`src/rtl/board_io_ctrl.sv`:
```
// Board user-I/O controller.
// Synchronizes and debounces the five push buttons, synchronizes the eight DIP
// switches, and drives the eight user LEDs from a three-mode state machine:
// design status with heartbeat, switch echo, or a walking-one lamp test.
//
// Ports:
//   clk        single clock for all logic
//   rstn       asynchronous active-low reset
//   btn_raw    raw buttons {btnc, btnr, btnd, btnl, btnu}, asynchronous
//   sw_raw     raw DIP switches, asynchronous
//   status     design status bits, synchronous to clk
//   btn_level  debounced button levels
//   btn_press  one-cycle pulse on each debounced rising edge
//   sw_sync    synchronized switch values
//   mode       current LED mode (0 status, 1 switch, 2 walk)
//   led        registered LED drive

module board_io_ctrl #(
  parameter int unsigned DEBOUNCE_CYCLES  = 1_000_000,
  parameter int unsigned HEARTBEAT_CYCLES = 50_000_000
) (
  input  logic       clk,
  input  logic       rstn,
  input  logic [4:0] btn_raw,
  input  logic [7:0] sw_raw,
  input  logic [7:0] status,
  output logic [4:0] btn_level,
  output logic [4:0] btn_press,
  output logic [7:0] sw_sync,
  output logic [1:0] mode,
  output logic [7:0] led
);

  localparam int unsigned DbW = $clog2(DEBOUNCE_CYCLES + 1);
  localparam int unsigned HbW = $clog2(HEARTBEAT_CYCLES);
  localparam logic [DbW-1:0] DbLast = DbW'(DEBOUNCE_CYCLES - 1);
  localparam logic [HbW-1:0] HbLast = HbW'(HEARTBEAT_CYCLES - 1);

  localparam int unsigned BtnL = 1;
  localparam int unsigned BtnR = 3;
  localparam int unsigned BtnC = 4;

  typedef enum logic [1:0] {
    StStatus  = 2'd0,
    StSwitch  = 2'd1,
    StWalk    = 2'd2,
    StInvalid = 2'd3
  } mode_e;

  mode_e state_q, state_d;

  logic [4:0]          btn_s1_q, btn_s2_q;
  logic [7:0]          sw_s1_q, sw_s2_q;
  logic [4:0][DbW-1:0] db_cnt_q, db_cnt_d;
  logic [4:0]          level_q, level_d;
  logic [4:0]          press_q, press_d;
  logic [HbW-1:0]      tick_cnt_q, tick_cnt_d;
  logic                tick;
  logic                heartbeat_q, heartbeat_d;
  logic [7:0]          walk_q, walk_d;
  logic                dir_left_q, dir_left_d;
  logic [7:0]          led_q, led_d;

  // status[7] is replaced by the heartbeat in status mode.
  logic unused_status;
  assign unused_status = status[7];

  // Debounce: a counter runs while the synchronized input disagrees with the
  // accepted level; any agreeing cycle restarts it.
  always_comb begin
    level_d  = level_q;
    db_cnt_d = '0;
    for (int i = 0; i < 5; i++) begin
      if (btn_s2_q[i] != level_q[i]) begin
        if (db_cnt_q[i] == DbLast) begin
          level_d[i] = ~level_q[i];
        end else begin
          db_cnt_d[i] = db_cnt_q[i] + DbW'(1);
        end
      end
    end
  end

  // Registered alongside level so the pulse lines up with the first high cycle.
  assign press_d = level_d & ~level_q;

  assign tick        = (tick_cnt_q == HbLast);
  assign tick_cnt_d  = tick ? '0 : tick_cnt_q + HbW'(1);
  assign heartbeat_d = heartbeat_q ^ tick;

  // Mode FSM: state register.
  always_ff @(posedge clk or negedge rstn) begin
    if (!rstn) begin
      state_q <= StStatus;
    end else begin
      state_q <= state_d;
    end
  end

  // Mode FSM: next state.
  always_comb begin
    state_d = state_q;
    case (state_q)
      StStatus: if (press_q[BtnC]) state_d = StSwitch;
      StSwitch: if (press_q[BtnC]) state_d = StWalk;
      StWalk:   if (press_q[BtnC]) state_d = StStatus;
      default:  state_d = StStatus;
    endcase
  end

  // Walk direction and pattern. Rotation uses the direction held before this
  // edge; entering walk mode reloads the pattern ahead of any rotation.
  always_comb begin
    dir_left_d = dir_left_q;
    if (press_q[BtnL] && !press_q[BtnR]) begin
      dir_left_d = 1'b1;
    end else if (press_q[BtnR] && !press_q[BtnL]) begin
      dir_left_d = 1'b0;
    end

    walk_d = walk_q;
    if ((state_d == StWalk) && (state_q != StWalk)) begin
      walk_d = 8'h01;
    end else if (tick && (state_q == StWalk)) begin
      walk_d = dir_left_q ? {walk_q[6:0], walk_q[7]} : {walk_q[0], walk_q[7:1]};
    end
  end

  // Mode FSM: outputs.
  always_comb begin
    led_d = 8'h00;
    case (state_q)
      StStatus: led_d = {heartbeat_q, status[6:0]};
      StSwitch: led_d = sw_s2_q;
      StWalk:   led_d = walk_q;
      default:  led_d = 8'h00;
    endcase
  end

  always_ff @(posedge clk or negedge rstn) begin
    if (!rstn) begin
      btn_s1_q    <= '0;
      btn_s2_q    <= '0;
      sw_s1_q     <= '0;
      sw_s2_q     <= '0;
      db_cnt_q    <= '0;
      level_q     <= '0;
      press_q     <= '0;
      tick_cnt_q  <= '0;
      heartbeat_q <= 1'b0;
      walk_q      <= 8'h01;
      dir_left_q  <= 1'b1;
      led_q       <= 8'h00;
    end else begin
      btn_s1_q    <= btn_raw;
      btn_s2_q    <= btn_s1_q;
      sw_s1_q     <= sw_raw;
      sw_s2_q     <= sw_s1_q;
      db_cnt_q    <= db_cnt_d;
      level_q     <= level_d;
      press_q     <= press_d;
      tick_cnt_q  <= tick_cnt_d;
      heartbeat_q <= heartbeat_d;
      walk_q      <= walk_d;
      dir_left_q  <= dir_left_d;
      led_q       <= led_d;
    end
  end

  assign btn_level = level_q;
  assign btn_press = press_q;
  assign sw_sync   = sw_s2_q;
  assign mode      = state_q;
  assign led       = led_q;

endmodule

```
`config.mk`:
```
export PLATFORM = sky130hd
export DESIGN_NAME = board_io_ctrl
export DESIGN_NICKNAME = d
export VERILOG_FILES = /design/src/rtl/board_io_ctrl.sv
export SDC_FILE = /design/constraint.sdc
export NUM_CORES = 1
export LEC_CHECK = 0
export CAP_MARGIN = 20
export CORE_MARGIN = 2
export CORE_UTILIZATION = 40
export DETAILED_ROUTE_END_ITERATION = 10
export PLACE_DENSITY = 0.65
export SLEW_MARGIN = 5
export SYNTH_ARGS = -nofsm -noshare
export SYNTH_HDL_FRONTEND = slang
export SYNTH_SLANG_ARGS = --single-unit
```
`constraint.sdc`:
```
create_clock -name clk -period 2.5 [get_ports clk]
set_clock_uncertainty 0.05 [all_clocks]
set_input_delay 0.5 -clock clk [delete_from_list [all_inputs] [get_ports clk]]
set_output_delay 0.5 -clock clk [all_outputs]
set_load 0.01 [all_outputs]
```
Word level (Yosys, flattened, before mapping)
Index checks and enable logic that the tools add are counted.

Bits in registers: 182. Latch bits: 0. Memory bits (writable): 0. Memory bits (read-only): 0. Bits of input ports: 23. Memories: 0.

Add/sub/neg operators: 6. Multiply operators: 0. Divide/modulo/power cells: 0. Order comparisons: 0. Equality and inequality tests: 15. Shift-type cells: 0. Mux-type cells: 31. Bitwise logic cells: 8. Reductions and logical operators: 9.

Operator list (count): 20-bit 2-to-1 mux (10); 20-bit by 1-bit adder with 20-bit output (second input constant) (5); 20-bit == test (second input constant) (5); 26-bit by 1-bit adder with 26-bit output (second input constant) (1); 26-bit == test (second input constant) (1); 26-bit 2-to-1 mux (1); 8-bit 2-to-1 mux (3); 8-bit one-hot mux with 3 select lines (1); 1-bit 2-to-1 mux (12); 2-bit 2-to-1 mux (3); 2-bit one-hot mux with 3 select lines (1); 5-bit bitwise AND (1); 1-bit != test (5); 1-bit inverter (5); 5-bit inverter (1); 2-bit == test (second input constant) (2); 1-bit logical AND (4); 2-bit nonzero test (2); 2-bit by 1-bit == test with 1-bit output (second input constant) (1); 1-bit zero test (2); 2-bit zero test (1); 2-bit != test (second input constant) (1); 1-bit XOR (1).

Depth between registers and ports, before layout
Gate-level depths: netlist of the first run.

Depth after elaboration: 5. Depth in mapped cells: 8. Mapped depth without buffers: 6.

Worst setup path before layout of the first run
OpenSTA, ideal clock, no wires.

Path kind: register to register. Start: register tick_cnt_q[8]. End: register walk_q[0]. Setup time: 0.083 ns. Arrival: 1.891 ns. Path slack: 0.476 ns. Stages on the path, launching flop included: 7. Clock period less this slack: 2.024 ns. Path through: dfrtp_1 -> or4b_1 -> nor4b_2 -> and4b_1 -> nand2b_1 -> buf_6 -> a221o_1.

Longest elaborated chain between the ends: 3.

Ends and longest elaborated chain: start, declared (RTL line 57) `logic [HbW-1:0] tick_cnt_q, tick_cnt_d;`; start signal, assigned (RTL line 162) `tick_cnt_q <= tick_cnt_d;`; 26-bit == test (RTL line 87) `assign tick = (tick_cnt_q == HbLast);`; 1-bit logical AND (RTL line 124) `end else if (tick && (state_q == StWalk)) begin`; 2-bit nonzero test (no source line); end signal, assigned (RTL line 164) `walk_q <= walk_d;`; end, declared (RTL line 60) `logic [7:0] walk_q, walk_d;`.

No other way between the ends. A chain may end at the register's enable or synchronous reset.

Worst setup path after layout of the first run
Same ends and word-level chain as after synthesis.

==> impl_metrics.ini, run 1 <==
[synthesis]
syn-num-nets = 776
synth_edf_count = 0
yosysWarnings = 0
syn_area_mm2 = 0.00800
synth-seq-cells = 182
syn-instance-count = 746
syn_area_per_cell_um2 = 10.7
synth_seq_area_share_pct = 57.0
ys_types = 42
synthFlopType = dfrtp_1
async_flop_share_pct = 100

[sta]
max_slew_margin_pct = 52.4
period_needed_ps = 2330
setup_viol = 0
hold_violations = 0
tns_ps = 0
max_slew.worst_pin.slew_ps = 708
period_share_pct = 93.3
clock.fmax_mhz = 429
hold_slack_ps = 8.00
rsz0062_at_grt = no
final_max_slew_viol_count = 0

[clocking]
htreeDepth = 4
cts.path.max_buffers = 2
clk_latency_ps = 420
cts_made_buffers = 17
postCtsSetupRepairBufs = 0
path_clk_slew_ps = 60
clockRootBuffer = clkbuf_16
holdBufCountCts = 0
numClockSinks = 182
cts_tree = done
cts_resized = 0

[route]
drt_iter0_markers = 316
wl_mm = 15.0
via_per_inst = 5.01
postRouteAntennaNets = 0
vias = 5449
drc = 0
routedWlPerCell_um = 13.8
drt_pre_antenna_iters = 4

[global_routing]
grt_use_total_pct = 15.1
grt_antenna_before_repair = 0
grt_overflow = 0
grt_pass1_wl_mm = 26.3
grt_max_degree = 66
grt_pass1_vias = 5333

[setup_path]
cp_data_required_time_ps = 2800
critical_path.max_fanout = 8
cp-start-kind = flop
regToRegSetupSlack_ps = 170
crit_arrival_ps = 2630
endpoint_kind = flop
crit_type = flop to flop

[floorplanning]
core_area_mm2 = 0.0195
die_area_mm2 = 0.0211
start_util_pct = 41.0
die_w_um = 145
die-height_um = 145
num_rows = 51
io_pins = 51

[cells_and_area]
final_common_cell = dfrtp_1
fillers = 1829
layout_common_cells = dfrtp_1 (180), nor2_1 (136), xor2_1 (72)
seqCellArea_mm2 = 0.00456
final_nets = 839
fin_cells = 1087
syn2layout_area_growth_pct = 18.3
drive_above_1_share_pct = 7.18
multiInputGateArea_mm2 = 0.00328
diodes = 0

[status]
outcome = complete, no violations

[job]
maxCapViolCount = 0

[power_and_ir_drop]
clockPowerShare_pct = 46.2
pwr-share-seq_pct = 50.3
ir_drop_mv = 0.456
power.density_mw_per_mm2 = 635
p_sw_mw = 1.24
p_sw_share_pct = 20.6
p_leak_nw = 4.03
intPower_mw = 4.77
comb_power_share_pct = 3.5

[placed_design]
port_buffers = 49
hpwl_mm = 10.1
place_congestion = 0.771
placed_cells = 1055

[min_path]
hold_class = input pin to async pin
-- logic make-up after synthesis --
family | Yosys count | share of synthesized area [%]
flip-flops | 182 | 57.0
AO/OA/AOI/OAI | 30 | 2.50
multiplexers | 23 | 2.99
adder cells (fa/ha/maj) | 7 | 1.10
buffers and inverters | 37 | 2.05
AND/OR/NAND/NOR | 351 | 21.7
XOR/XNOR | 116 | 12.7
-- layer usage --
| metal | up-vias | wire length, um | global-route usage [%] | part of all wire [%] |
|---|---|---|---|---|
| met3 | 16 | 460 | 3.73 | 3.1 |
| met2 | 56 | 6860 | 23.2 | 46 |
| met1 | 2705 | 7450 | 21.1 | 50 |
| li1 | 2672 | - | - | - |
| met4 | 0 | 180 | 5.00 | 1.2 |
| met5 | - | 0 | 0 | 0 |
-- per-stage QoR --
stage	power [mW]	util (%)	worst slack [ps]	area [um^2]
after floorplan	3.15	-	476	8000
after global placement	3.30	45.3	193	8850
after detailed placement	3.30	45.3	160	8850
after CTS	6.11	48.5	151	9460
after global routing	6.25	48.5	62.5	9460
final	6.01	48.5	167	9460
-- cell usage after synthesis, types with 3 or more instances --
cell type | n | area share (%)
xnor2_1 | 44 | 4.8
buf_2 | 5 | 0.31
nor3_1 | 19 | 1.2
nand4b_1 | 3 | 0.33
o22ai_1 | 8 | 0.63
nor2_1 | 136 | 6.4
clkbuf_1 | 6 | 0.28
and4_1 | 5 | 0.55
a221oi_1 | 6 | 0.66
mux2i_1 | 16 | 2.0
nor4b_1 | 5 | 0.55
buf_1 | 4 | 0.19
nand2_1 | 42 | 2.0
and3b_1 | 4 | 0.44
dfrtp_1 | 180 | 56
ha_1 | 7 | 1.1
xor2_1 | 72 | 7.9
inv_1 | 19 | 0.89
and3_1 | 17 | 1.3
nor4_1 | 14 | 1.1
a21oi_1 | 9 | 0.56
mux2_2 | 7 | 0.99
nand3_1 | 52 | 3.3
nand2b_1 | 4 | 0.31
nand4_1 | 28 | 2.2
or2_2 | 6 | 0.47
o21ai_0 | 4 | 0.25
nand3b_1 | 4 | 0.38
-- worst paths after layout --
kind / from / to / depth (start not counted)
min: rstn / btn_s1_q[2]$_DFF_PN0_ / 1
min reg2reg: sw_s1_q[3]$_DFF_PN0_ / sw_sync[3]$_DFF_PN0_ / 0
min in group clk: sw_s1_q[3]$_DFF_PN0_ / sw_sync[3]$_DFF_PN0_ / 0
max in group asynchronous: rstn / dir_left_q$_DFFE_PN1P_ / 2
max reg2reg: tick_cnt_q[8]$_DFF_PN0_ / walk_q[0]$_DFFE_PN1P_ / 5
max: tick_cnt_q[8]$_DFF_PN0_ / walk_q[0]$_DFFE_PN1P_ / 5
-- flip-flops by register name, indices dropped and copies added, names as in the netlist --
| signal | count |
|---|---|
| db_cnt_q | 100 |
| tick_cnt_q | 26 |
| led | 8 |
| sw_s1_q | 8 |
| sw_sync | 8 |
| walk_q | 8 |
| btn_level | 5 |
| btn_press | 5 |
| btn_s1_q | 5 |
| btn_s2_q | 5 |
| mode | 2 |
| dir_left_q | 1 |
| heartbeat_q | 1 |
-- worst max-delay path: stages (launching register included) --
cell      delay, ps
dfrtp_1         430
or4b_1          540
nor4b_2         250
and4b_1         330
nand2b_1        250
a221o_1         410
-- power groups by stage --
stage                     registers, mW  clock network (mW)  logic, mW
after global routing               3.03                2.98      0.239
after detailed placement           3.08                   0      0.216
after CTS                          3.03                2.86      0.218
after floorplan                    3.08                   0     0.0666
after global placement             3.08                   0      0.216
final                              3.03                2.78      0.209
-- layout make-up --
type | count | area share (%)
Clock buffer | 22 | 4.80
Multi-Input combinational cell | 527 | 34.6
Tap cell | 265 | 3.50
Clock inverter | 10 | 1.64
Inverter | 19 | 0.754
Timing Repair Buffer | 62 | 6.52
Sequential cell | 182 | 48.2
Power figures use the tool's default switching activity.
==> inputs of run 2 (changes only) <==
--- a/config.mk
+++ b/config.mk
@@ -6,10 +6,9 @@
 export NUM_CORES = 1
 export LEC_CHECK = 0
 export CAP_MARGIN = 20
-export CORE_MARGIN = 2
-export CORE_UTILIZATION = 40
+export CORE_UTILIZATION = 52
 export DETAILED_ROUTE_END_ITERATION = 10
-export PLACE_DENSITY = 0.65
+export PLACE_DENSITY = 0.78
 export SLEW_MARGIN = 5
 export SYNTH_ARGS = -nofsm -noshare
 export SYNTH_HDL_FRONTEND = slang
==> run 2 against run 1 <==
  * The run now ends with negative hold slack left
  * Largest power group unchanged
  * Critical path depth stayed put
  * Global-route usage grew 5.7 points
  * Register-to-register slack is essentially flat
  * Die area down 25%
  * Combinational power about the same
==> impl_metrics.ini, run 2 (same netlist as run 1, synthesis figures left out) <==
[cells_and_area]
final_nets = 834
final_common_cell = dfrtp_1
drive_above_1_share_pct = 7.22
largest_reg_flops = 100
reg.largest.list = db_cnt_q x100, tick_cnt_q x26
fin_cells = 1001
post-route-util_pct = 62.9
diodes = 0
syn2layout_area_growth_pct = 16.0
layout_common_cells = dfrtp_1 (180), nor2_1 (136), xor2_1 (72)
top_register = db_cnt_q
fillers = 1122

[floorplanning]
start_util_pct = 54.2
die-height_um = 126
io_pins = 51
core_area_mm2 = 0.0148
die_area_mm2 = 0.0159
num_rows = 44
die_w_um = 126

[sta]
setup_viol = 0
hold_violations = 3
max_slew.worst_pin.slew_ps = 771
period_share_pct = 93.9
tns_ps = 0
period_needed_ps = 2350
fin_ws_ps = 154
final_max_slew_viol_count = 0
rsz0062_at_grt = no
max_slew_margin_pct = 48.1
clock.fmax_mhz = 426
hold_slack_ps = -4.92

[clocking]
clockRootBuffer = clkbuf_16
cts_tree = done
holdBufCountCts = 0
clk_latency_ps = 430
cts_made_buffers = 17
htreeDepth = 4
cts.path.max_buffers = 2
path_clk_slew_ps = 70
numClockSinks = 182

[route]
postRouteAntennaNets = 0
met1_length_mm = 6.55
vias = 5564
routed.top_layer = met4
wl_mm = 15.2
wl_met2_mm = 7.75
wl_met3_um = 583
routedWlPerCell_um = 15.2
via_per_inst = 5.56
drt_iter0_markers = 290
drc = 0
drt_pre_antenna_iters = 4

[global_routing]
grt_pass1_wl_mm = 26.5
grt_max_degree = 63
grt_overflow = 0
grt_antenna_before_repair = 0
grt_use_total_pct = 20.8
grt_pass1_vias = 5824

[min_path]
hold_class = input pin to async pin

[power_and_ir_drop]
p_leak_nw = 3.99
ir_drop_mv = 0.491
power.density_mw_per_mm2 = 621

[status]
failed_checks = negative hold slack
outcome = finished, violations left

[setup_path]
critical_path_buf_inv_count = 0
crit_type = flop to flop
endpoint_kind = flop
max_stage_delay_ps = 550
crit_family = simple AND/OR/NAND/NOR gates
cp-start-kind = flop
cp_data_required_time_ps = 2810
critical_path.max_fanout = 8
slowest_stage = or4b_1
path_cells = or4b_1, nor4b_2, and4b_1, nand2b_1, a221o_1
regToRegSetupSlack_ps = 150
crit_arrival_ps = 2650

[placed_design]
placed_cells = 969
port_buffers = 49
hpwl_mm = 10.5
pre_cts_slack_ps = 167
place_congestion = 0.816

[job]
maxCapViolCount = 0
run 2: changes by cell type in the layout (fill, tap and decap cells not counted), sizes merged:
cell      before  now
buf           13    9
inv           19   26
bufinv         4    0
clkinvlp       2    1
clkinv         4    5
clkbuf        23   19
run 2: repair_timing:
item,in CTS,in global routing
resized for setup,0,1
endpoints found under the setup margin,0,1
setup buffers,0,0
run 2: through the flow:
step | power (mW) | cell area (um^2) | hold WS [ps]
final | 5.77 | 9280 | -4.92
after global routing | 5.97 | 9280 | 42.5
after CTS | 5.82 | 9270 | 19.2
after detailed placement | 3.29 | 8710 | 288
after global placement | 3.28 | 8710 | 282
after floorplan | 3.15 | 8000 | 154
run 2: metal layers:
metal | vias up | track usage (%)
met5 | - | 0
met4 | 0 | 8.36
met3 | 34 | 4.80
met2 | 104 | 35.8
met1 | 2759 | 25.3
li1 | 2667 | -
run 2: worst paths after layout:
path,start,end,cells past startpoint
max,tick_cnt_q[8]$_DFF_PN0_,walk_q[0]$_DFFE_PN1P_,5
min,rstn,db_cnt_q[19]$_DFF_PN0_,1
max reg2reg,tick_cnt_q[8]$_DFF_PN0_,walk_q[0]$_DFFE_PN1P_,5
min reg2reg,btn_s1_q[4]$_DFF_PN0_,btn_s2_q[4]$_DFF_PN0_,0
max in group asynchronous,rstn,walk_q[0]$_DFFE_PN1P_,2
min in group clk,btn_s1_q[4]$_DFF_PN0_,btn_s2_q[4]$_DFF_PN0_,0
run 2: cell type report:
| class | count | area [um^2] | share of cell area [%] |
|---|---|---|---|
| Clock inverter | 13 | 108 | 1.16 |
| Clock buffer | 19 | 453 | 4.88 |
| Inverter | 19 | 71.3 | 0.769 |
| Multi-Input combinational cell | 527 | 3280 | 35.4 |
| Timing Repair Buffer | 57 | 577 | 6.22 |
| Sequential cell | 182 | 4560 | 49.1 |
| Tap cell | 184 | 230 | 2.48 |
run 2: where the power goes:
| part | internal (mW) | switching (mW) |
|---|---|---|
| Clock | 1.35 | 1.18 |
| Combinational | 0.0865 | 0.121 |
| Sequential | 2.99 | 0.0346 |
==> inputs of run 3 (changes only) <==
--- a/config.mk
+++ b/config.mk
@@ -8,7 +8,7 @@
 export CAP_MARGIN = 20
 export CORE_UTILIZATION = 52
 export DETAILED_ROUTE_END_ITERATION = 10
-export PLACE_DENSITY = 0.78
+export PLACE_DENSITY = 0.71
 export SLEW_MARGIN = 5
 export SYNTH_ARGS = -nofsm -noshare
 export SYNTH_HDL_FRONTEND = slang
==> run 3 against run 2 <==
  * The run now ends clean
  * Non-clock buffer count increased by 2
  * First-iteration DRC count increased by 34%
  * Fmax increased by 3.1%
  * Hold slack improved by 300 ps
  * Register-to-register slack improved by 70 ps
  * Largest power group unchanged
  * Global-route usage decreased by 0.072 points
  * Design area increased by 0.30%
  * Sequential cell count unchanged
==> impl_metrics.ini, run 3 (same netlist as run 1, synthesis figures left out) <==
[sta]
period_needed_ps = 2280
max_slew.worst_pin.slew_ps = 738
period_share_pct = 91.0
setup_viol = 0
hold_slack_ps = 299
clock.fmax_mhz = 440
rsz0062_at_grt = no
tns_ps = 0
hold_violations = 0
max_slew_margin_pct = 50.3
final_max_slew_viol_count = 0

[setup_path]
r2r_cells = 5
cp-start-kind = flop
r2r_start = tick_cnt_q[8]$_DFF_PN0_
crit_type = flop to flop
regToRegSetupSlack_ps = 220
cp_data_required_time_ps = 2770
crit_arrival_ps = 2540
critical_path.max_fanout = 8
reg2reg_to = walk_q[7]$_DFFE_PN0P_
endpoint_kind = flop

[cells_and_area]
reg.largest.list = db_cnt_q x100, tick_cnt_q x26
final_nets = 836
largest_reg_flops = 100
top_register = db_cnt_q
final_common_cell = dfrtp_1
diodes = 0
drive_above_1_share_pct = 6.84
fin_cells = 1003
syn2layout_area_growth_pct = 16.4
layout_common_cells = dfrtp_1 (180), nor2_1 (136), xor2_1 (72)

[clocking]
cts_resized = 0
clk_latency_ps = 420
cts.path.max_buffers = 2
numClockSinks = 182
clockRootBuffer = clkbuf_16
htreeDepth = 4
cts_tree = done
path_clk_slew_ps = 70
cts_made_buffers = 17

[placed_design]
placed_cells = 970
port_buffers = 49
hpwl_mm = 10.3
place_congestion = 0.819

[global_routing]
grt_antenna_before_repair = 0
grt_use_total_pct = 20.7
grt_max_degree = 55
grt_overflow = 0
grt_pass1_wl_mm = 26.5
grt_pass1_vias = 5720

[min_path]
hold_class = flop to flop
min_from = sw_s1_q[2]$_DFF_PN0_
hold_end = sw_sync[2]$_DFF_PN0_
worstHoldPathCells = 0

[route]
drt_iter0_markers = 389
drt_pre_antenna_iters = 4
drc = 0
wl_mm = 15.2
via_per_inst = 5.50
routedWlPerCell_um = 15.1
postRouteAntennaNets = 0
vias = 5521

[floorplanning]
die-height_um = 126
start_util_pct = 54.2
die_area_mm2 = 0.0159
io_pins = 51
num_rows = 44
core_area_mm2 = 0.0148
die_w_um = 126

[job]
maxCapViolCount = 0

[power_and_ir_drop]
p_leak_nw = 4.00
ir_drop_mv = 0.479
power.density_mw_per_mm2 = 628

[status]
outcome = complete, no violations
-- run 3: cell count changes in the layout (fill, tap and decap cells not counted) --
cell	delta
inv_6	-4
clkinvlp_4	+2
clkbuf_8	-1
dlygate4sd3_1	+1
clkbuf_1	+3
buf_4	+1
clkinv_2	+1
bufinv_16	+2
a221oi_2	-1
clkinv_4	-3
a221oi_1	+1
-- run 3: stage by stage --
stage               instance area, um^2  total power, mW  util [%]  setup slack, ps
finish                             9310             5.85      63.1              225
floorplan                          8000             3.15         -              476
global placement                   8720             3.28      59.1              272
detailed placement                 8720             3.30      59.1              231
CTS                                9310             5.90      63.1              213
global route                       9310             6.06      63.1             89.3
-- run 3: worst max-delay path: stages, from the launching register on --
cell and delay (ps):
dfrtp_1 450, or4b_1 540, nor4b_2 240, and4b_1 300, nand2b_1 230, a221oi_1 370
-- run 3: where the power goes --
part | internal, mW | total [mW] | switching, mW
clock network | 1.51 | 2.61 | 1.10
logic | 0.0881 | 0.211 | 0.123
registers | 2.99 | 3.03 | 0.0363
total | 4.59 | 5.85 | 1.26
-- run 3: worst max-delay path by stage --
stage / from / to / cells after the start
detailed placement: tick_cnt_q[8]$_DFF_PN0_ / walk_q[0]$_DFFE_PN1P_ / 5
global route: tick_cnt_q[8]$_DFF_PN0_ / walk_q[7]$_DFFE_PN0P_ / 5
floorplan: tick_cnt_q[8]$_DFF_PN0_ / walk_q[0]$_DFFE_PN1P_ / 6
CTS: tick_cnt_q[8]$_DFF_PN0_ / walk_q[7]$_DFFE_PN0P_ / 5
global placement: tick_cnt_q[8]$_DFF_PN0_ / walk_q[0]$_DFFE_PN1P_ / 5
finish: tick_cnt_q[8]$_DFF_PN0_ / walk_q[7]$_DFFE_PN0P_ / 5
-- run 3: layout make-up --
cell class | instances | area (um^2)
fillers | 1180 | 5450
repair buffers | 59 | 594
inverters | 19 | 71.3
clock inverters | 11 | 126
multi-input cells | 527 | 3280
clock buffers | 21 | 450
well taps | 184 | 230
flip-flops and latches | 182 | 4560
-- run 3: metal layers --
| metal | vias up | share of wire [%] | track usage, % |
|---|---|---|---|
| met5 | - | 0 | 0 |
| met2 | 97 | 50 | 34.6 |
| li1 | 2663 | - | - |
| met1 | 2734 | 45 | 26.5 |
| met4 | 0 | 1.8 | 8.29 |
| met3 | 27 | 3.3 | 4.21 |
-- run 3: what timing repair did --
item / CTS / global route
hold endpoints to repair: 48 / 0
hold buffers: 1 / 0
buffers inserted: 0 / 0
